==> config.mk <==
export PLATFORM = sky130hd
export DESIGN_NAME = calc_unit_flat
export DESIGN_NICKNAME = d
export VERILOG_FILES = /design/src/rtl/calc_pkg.sv /design/src/rtl/calc_unit_if.sv /design/src/rtl/btn_repeat.sv /design/src/rtl/calc_unit.sv /design/src/flat_wrapper.sv
export SDC_FILE = /design/constraint.sdc
export NUM_CORES = 1
export LEC_CHECK = 0
export ABC_AREA = 1
export CORE_MARGIN = 2
export CORE_UTILIZATION = 60
export CTS_BUF_LIST = sky130_fd_sc_hd__clkbuf_8
export CTS_CLUSTER_SIZE = 10
export DETAILED_ROUTE_END_ITERATION = 10
export PLACE_DENSITY_LB_ADDON = 0.1
export SLEW_MARGIN = 40
export SYNTH_ARGS = -nofsm -noshare
export SYNTH_HDL_FRONTEND = slang
export SYNTH_HIERARCHICAL = 1
export SYNTH_SLANG_ARGS = --single-unit
export TNS_END_PERCENT = 30
==> constraint.sdc <==
create_clock -name clk -period 2.88 [get_ports clk]
set_input_delay 0.72 -clock clk [delete_from_list [all_inputs] [get_ports clk]]
set_output_delay 0.72 -clock clk [all_outputs]
set_load 0.02 [all_outputs]
==> src/rtl/calc_pkg.sv <==
// Shared encodings for the calculator core: ALU opcodes and the button repeat FSM states.
package calc_pkg;

    typedef enum logic [2:0] {
        OP_ADD = 3'b000,
        OP_SUB = 3'b001,
        OP_AND = 3'b010,
        OP_OR  = 3'b011,
        OP_XOR = 3'b100,
        OP_SLT = 3'b101,
        OP_SHL = 3'b110,
        OP_SHR = 3'b111
    } op_e;

    typedef enum logic [1:0] {
        IDLE   = 2'b00,
        HELD   = 2'b01,
        REPEAT = 2'b10
    } rpt_state_e;

endpackage

==> src/rtl/calc_unit_if.sv <==
// Button/switch inputs and operand/ALU outputs of the calculator core.
interface calc_unit_if #(
    parameter int unsigned WIDTH = 4
);
    import calc_pkg::*;

    logic             tick;
    logic [1:0]       btn;
    logic [1:0]       dir;
    logic [2:0]       op;
    logic             acc;
    logic [WIDTH-1:0] a_out;
    logic [WIDTH-1:0] b_out;
    logic [WIDTH-1:0] result;
    logic             carry;
    logic             zero;
    logic             ovf;

    modport master (
        output tick, btn, dir, op, acc,
        input  a_out, b_out, result, carry, zero, ovf
    );

    modport slave (
        input  tick, btn, dir, op, acc,
        output a_out, b_out, result, carry, zero, ovf
    );

endinterface

==> src/rtl/btn_repeat.sv <==
// Rising-edge detect plus hold/auto-repeat FSM for one debounced button level.
module btn_repeat
    import calc_pkg::*;
#(
    parameter int unsigned HOLD_TICKS   = 64,
    parameter int unsigned REPEAT_TICKS = 16
) (
    input  logic clk,
    input  logic rst,
    input  logic tick,
    input  logic level,
    output logic step
);

    localparam int unsigned MAX_TICKS = (HOLD_TICKS > REPEAT_TICKS) ? HOLD_TICKS : REPEAT_TICKS;
    localparam int unsigned CNT_W     = $clog2(MAX_TICKS) + 1;
    localparam logic [CNT_W-1:0] HOLD_LAST   = CNT_W'(HOLD_TICKS - 1);
    localparam logic [CNT_W-1:0] REPEAT_LAST = CNT_W'(REPEAT_TICKS - 1);

    rpt_state_e       state;
    logic [CNT_W-1:0] cnt;
    logic             level_q;
    logic             rise;

    assign rise = level & ~level_q;

    // Step is decoded from the current state so the operand moves on the same edge.
    always_comb begin
        step = 1'b0;
        if (!rst && level) begin
            case (state)
                IDLE:    step = rise;
                HELD:    step = tick && (cnt == HOLD_LAST);
                REPEAT:  step = tick && (cnt == REPEAT_LAST);
                default: step = 1'b0;
            endcase
        end
    end

    always_ff @(posedge clk) begin
        // Loaded during reset too, so a level held through reset is not seen as a rise.
        level_q <= level;
        if (rst || !level) begin
            state <= IDLE;
            cnt   <= '0;
        end else begin
            case (state)
                IDLE: begin
                    if (rise) begin
                        state <= HELD;
                        cnt   <= '0;
                    end
                end
                HELD: begin
                    if (tick) begin
                        if (cnt == HOLD_LAST) begin
                            state <= REPEAT;
                            cnt   <= '0;
                        end else begin
                            cnt <= cnt + CNT_W'(1);
                        end
                    end
                end
                REPEAT: begin
                    if (tick) begin
                        if (cnt == REPEAT_LAST) cnt <= '0;
                        else                    cnt <= cnt + CNT_W'(1);
                    end
                end
                default: begin
                    state <= IDLE;
                    cnt   <= '0;
                end
            endcase
        end
    end

endmodule

==> src/rtl/calc_unit.sv <==
// Operand entry registers driven by repeating buttons, plus a registered eight-op ALU
// whose result can be accumulated back into operand A.
module calc_unit
    import calc_pkg::*;
#(
    parameter int unsigned WIDTH        = 4,
    parameter int unsigned HOLD_TICKS   = 64,
    parameter int unsigned REPEAT_TICKS = 16
) (
    input  logic        clk,
    input  logic        rst,
    calc_unit_if.slave  bus
);

    typedef struct packed {
        logic [WIDTH-1:0] res;
        logic             carry;
        logic             ovf;
    } alu_out_t;

    function automatic alu_out_t alu(input op_e op, input logic [WIDTH-1:0] a,
                                     input logic [WIDTH-1:0] b);
        alu_out_t       o;
        logic [WIDTH:0] ext;
        o   = '0;
        ext = '0;
        case (op)
            OP_ADD: begin
                ext     = {1'b0, a} + {1'b0, b};
                o.res   = ext[WIDTH-1:0];
                o.carry = ext[WIDTH];
                o.ovf   = (a[WIDTH-1] == b[WIDTH-1]) && (ext[WIDTH-1] != a[WIDTH-1]);
            end
            OP_SUB: begin
                // Carry is the inverted borrow: set when A >= B unsigned.
                ext     = {1'b0, a} - {1'b0, b};
                o.res   = ext[WIDTH-1:0];
                o.carry = ~ext[WIDTH];
                o.ovf   = (a[WIDTH-1] != b[WIDTH-1]) && (ext[WIDTH-1] != a[WIDTH-1]);
            end
            OP_AND: o.res = a & b;
            OP_OR:  o.res = a | b;
            OP_XOR: o.res = a ^ b;
            OP_SLT: o.res = WIDTH'($signed(a) < $signed(b));
            OP_SHL: begin
                o.res   = {a[WIDTH-2:0], 1'b0};
                o.carry = a[WIDTH-1];
            end
            OP_SHR: begin
                o.res   = {1'b0, a[WIDTH-1:1]};
                o.carry = a[0];
            end
            default: o = '0;
        endcase
        return o;
    endfunction

    logic [1:0]       step;
    logic             acc_q;
    logic             acc_rise;
    logic [WIDTH-1:0] a_q;
    logic [WIDTH-1:0] b_q;
    logic [WIDTH-1:0] result_q;
    logic             carry_q;
    logic             zero_q;
    logic             ovf_q;
    alu_out_t         alu_o;

    btn_repeat #(
        .HOLD_TICKS  (HOLD_TICKS),
        .REPEAT_TICKS(REPEAT_TICKS)
    ) u_rpt_a (
        .clk  (clk),
        .rst  (rst),
        .tick (bus.tick),
        .level(bus.btn[0]),
        .step (step[0])
    );

    btn_repeat #(
        .HOLD_TICKS  (HOLD_TICKS),
        .REPEAT_TICKS(REPEAT_TICKS)
    ) u_rpt_b (
        .clk  (clk),
        .rst  (rst),
        .tick (bus.tick),
        .level(bus.btn[1]),
        .step (step[1])
    );

    assign acc_rise = bus.acc & ~acc_q;
    assign alu_o    = alu(op_e'(bus.op), a_q, b_q);

    always_ff @(posedge clk) begin
        acc_q <= bus.acc;
        if (rst) begin
            a_q      <= '0;
            b_q      <= '0;
            result_q <= '0;
            carry_q  <= 1'b0;
            zero_q   <= 1'b1;
            ovf_q    <= 1'b0;
        end else begin
            // Accumulate wins over an A step in the same cycle; that step is lost.
            if (acc_rise) begin
                a_q <= result_q;
            end else if (step[0]) begin
                a_q <= bus.dir[0] ? a_q - WIDTH'(1) : a_q + WIDTH'(1);
            end
            if (step[1]) begin
                b_q <= bus.dir[1] ? b_q - WIDTH'(1) : b_q + WIDTH'(1);
            end
            result_q <= alu_o.res;
            carry_q  <= alu_o.carry;
            zero_q   <= (alu_o.res == '0);
            ovf_q    <= alu_o.ovf;
        end
    end

    assign bus.a_out  = a_q;
    assign bus.b_out  = b_q;
    assign bus.result = result_q;
    assign bus.carry  = carry_q;
    assign bus.zero   = zero_q;
    assign bus.ovf    = ovf_q;

endmodule

==> src/flat_wrapper.sv <==
// flat-port wrapper written by rule: the top's interface ports become plain ports
module calc_unit_flat import calc_pkg::*;
#(
    parameter int unsigned WIDTH        = 4,
    parameter int unsigned HOLD_TICKS   = 64,
    parameter int unsigned REPEAT_TICKS = 16
)
  (clk, rst, bus_tick, bus_btn, bus_dir, bus_op, bus_acc, bus_a_out, bus_b_out, bus_result, bus_carry, bus_zero, bus_ovf);
  calc_unit_if #(.WIDTH(WIDTH)) bus_i ();
  input  logic clk;
  input  logic rst;
  input wire logic [$bits(bus_i.tick)-1:0] bus_tick;
  input wire logic [$bits(bus_i.btn)-1:0] bus_btn;
  input wire logic [$bits(bus_i.dir)-1:0] bus_dir;
  input wire logic [$bits(bus_i.op)-1:0] bus_op;
  input wire logic [$bits(bus_i.acc)-1:0] bus_acc;
  output wire logic [$bits(bus_i.a_out)-1:0] bus_a_out;
  output wire logic [$bits(bus_i.b_out)-1:0] bus_b_out;
  output wire logic [$bits(bus_i.result)-1:0] bus_result;
  output wire logic [$bits(bus_i.carry)-1:0] bus_carry;
  output wire logic [$bits(bus_i.zero)-1:0] bus_zero;
  output wire logic [$bits(bus_i.ovf)-1:0] bus_ovf;
  assign bus_i.tick = bus_tick;
  assign bus_i.btn = bus_btn;
  assign bus_i.dir = bus_dir;
  assign bus_i.op = bus_op;
  assign bus_i.acc = bus_acc;
  assign bus_a_out = bus_i.a_out;
  assign bus_b_out = bus_i.b_out;
  assign bus_result = bus_i.result;
  assign bus_carry = bus_i.carry;
  assign bus_zero = bus_i.zero;
  assign bus_ovf = bus_i.ovf;
  calc_unit #(.WIDTH(WIDTH), .HOLD_TICKS(HOLD_TICKS), .REPEAT_TICKS(REPEAT_TICKS)) u_core (.clk(clk), .rst(rst), .bus(bus_i));
endmodule
==> metrics.txt <==
outcome=complete, no violations; pins over their slew limit=0; number of unique standard cell types used by synthesis=33; critical path startpoint category=input pin; maximum fanout encountered on the critical timing path=6; cts repair resizes=0; post-synthesis register bit count=36; y dimension of the die=72.8 um; global-route wire length before repair=~11000 um; post-detailed-route DRC marker count=0; diodes inserted=0; number of buffer and inverter stages on the critical path=3; Worst Min Path Start=u_core/u_rpt_b/cnt[1]; tightest hold margin=498 ps; net count of the mapped netlist=roughly 450; synthesized area divided by synthesized cell count=about 6.9 um^2; delay of the slowest cell on the worst path=~540 ps; Clock Latency Late Sink=280 ps; standard-cell rows=25; clock tree from TritonCTS=built; count of H-tree levels built during CTS=2; Max Clock Freq=420 MHz; final number of hold-violating endpoints=0; total iterations of the first detailed-routing run=5; drt total wl=6300 um; highest-delay cell along the critical path=clkdlybuf4s50_1; Initial DRC Count=241; antenna violations before repair=0; die area=between 0.005 and 0.006 mm^2; pin count of the biggest net entering global routing=15; Slew HR=67.8%; Worst Tran Pin Value=482 ps; number of top-level pins=26; vias per std cell=5.45; share of layout cells above drive strength 1=between 9 and 10%; Area growth syn-to-layout=14.3%; fraction of the yosys area taken by sequential cells=25.4%; setup repair after global routing missed its margin=false; count of vias placed by the detailed router=2705; post-route fraction of the period consumed by the critical path=82.8%; CP startpoint=rst; family with the most delay on the worst path=buffers and inverters; power density over the cells=394 mW/mm^2; global-route usage over all layers=25.6%; Syn. warnings=6; critical path start-end classification=input pin to register; nets@finish=482; sequence of cells on the critical path=clkdlybuf4s50_1 -> nor2_4 -> inv_1 -> or2_1 -> a21oi_1 -> inv_1 -> nor3_1 -> a21oi_1 -> a21oi_1; global route overflow=0; number of standard cells after synthesis=just over 400; CP Capture Type=register; maximum ir drop on the vdd rail=0.329 mV; Std-Cell Core Area=around 0.0046 mm^2; required time at the worst-slack endpoint=3100 ps; Leak=1.52 nW; setup clock skew after layout=roughly 5.2 ps; global placer's final weighted congestion=between 0.9 and 1; Setup violations, final=0; # port buffers=25; starting utilization of the core area=61.3%; minimum clock period=2380 ps; Detail Route Antenna Nets=0; hold bufs inserted after CTS=0; Worst EP arrival=between 2000 and 3000 ps; die width=72.8 um; CTS Root Buffer Type=clkbuf_8; cts bufs inserted=5; Longest Clk Path Bufs=2; worst min path class=register to register; total setup buffers inserted after CTS=0; total standard cell area after synthesis=0.00284 mm^2; most frequent cell on the critical path=a21oi_1; wire length per cell=12.7 um; share of the core filled with cells=a little over two thirds; launch instance of the worst register-to-register path=u_core/bus.a_out[1]; Maximum Capacitance Violations=0; clock sinks=36; Sum Neg Setup Slack=0 ps; detailed-placement wirelength estimate=4960 um; via count of the first global-routing pass=2508; clock transition at the registers of the reported paths=about 70 ps
## sequential cells by signal, indices dropped and copies added (netlist names)
register                count
u_core/u_rpt_b/cnt          7
u_core/u_rpt_b/state        2
u_core/bus.ovf              1
u_core/u_rpt_a/level_q      1
u_core/u_rpt_b/level_q      1
u_core/u_rpt_a/cnt          7
u_core/bus.b_out            4
u_core/acc_q                1
u_core/bus.result           4
u_core/bus.carry            1
u_core/bus.a_out            4
u_core/u_rpt_a/state        2
u_core/bus.zero             1
## layout make-up
class,count,area [um^2]
multi-input cells,303,1830
clock inverters,3,38.8
clock buffers,5,68.8
fillers,386,1390
repair buffers,27,265
well taps,54,67.6
flip-flops and latches,36,721
inverters,68,255
## final timing paths
path,cells after the start,to,slack [ps]
worst max-delay path,9,u_core/bus.a_out[1],500
worst min-delay path,2,u_core/u_rpt_b/cnt[1],500
worst max register to register,11,u_core/bus.zero,820
worst min register to register,2,u_core/u_rpt_b/cnt[1],500
## Yosys cell counts, drive strengths merged
master   n  area share, %
nor3b    1           0.26
dfxtp   36             25
nand2   89             13
a21oi   28            5.2
o21bai   3           0.79
nand3b   3            1.7
xor2     4            1.2
nand3   46            9.7
xnor2    4            1.2
o21ai   19            3.4
inv     68            9.0
or2      3           0.66
clkbuf   1           0.13
nor2    51            8.1
o211ai   2           0.53
nor3     1           0.18
o21a     2           0.53
nand4   16            3.5
ha      26             11
buf      3            1.1
fa       4            2.8
a31oi    1           0.22
## power by group
group / leakage [nW] / internal, mW / switching [mW] / total [mW]
Clock: 0.0593 / 0.253 / 0.181 / 0.435
Sequential: 0.293 / 0.515 / 0.0171 / 0.532
Combinational: 1.17 / 0.118 / 0.193 / 0.312
## kinds of logic after synthesis
| kind of cell | Yosys count | synth area share (%) |
|---|---|---|
| compound gates | 55 | 10.6 |
| xor+xnor | 8 | 2.47 |
| fa+ha+maj | 30 | 14.3 |
| buf+inv | 72 | 10.2 |
| flops | 36 | 25.4 |
| simple gates | 210 | 37.0 |
## stage by stage
stage	power, mW	setup slack (ps)	cell area, um^2	std cells
floorplan	0.763	1040	2840	411
global placement	0.845	356	3140	488
detailed placement	0.851	209	3140	488
CTS	1.29	511	3240	496
global route	1.35	267	3240	496
finish	1.28	496	3240	496
## worst reg2reg max path: cells and delay by family (launching register included)
| kind | cells | cell delay, ps |
|---|---|---|
| fa+ha+maj | 1 | 350 |
| buf+inv | 3 | 350 |
| flops | 1 | 610 |
| simple gates | 7 | 640 |
## metal layers
metal,GRT usage [%],vias up,part of all wire (%)
met5,0,-,0
met4,7.61,0,1.8
met3,3.31,17,5.5
met2,42.9,102,47
met1,34.3,1198,46
li1,-,1388,-
## cell usage in the layout, fill, tap and decap left out, drive strengths merged, types with 16 or more instances in the layout
cell type,Yosys,final
nand2,89,89
inv,68,69
nor2,51,51
nand3,46,46
dfxtp,36,36
a21oi,28,28
ha,26,26
clkdlybuf4s50,0,25
o21ai,19,19
nand4,16,16
Note: power is estimated with default switching activity, not from simulation.
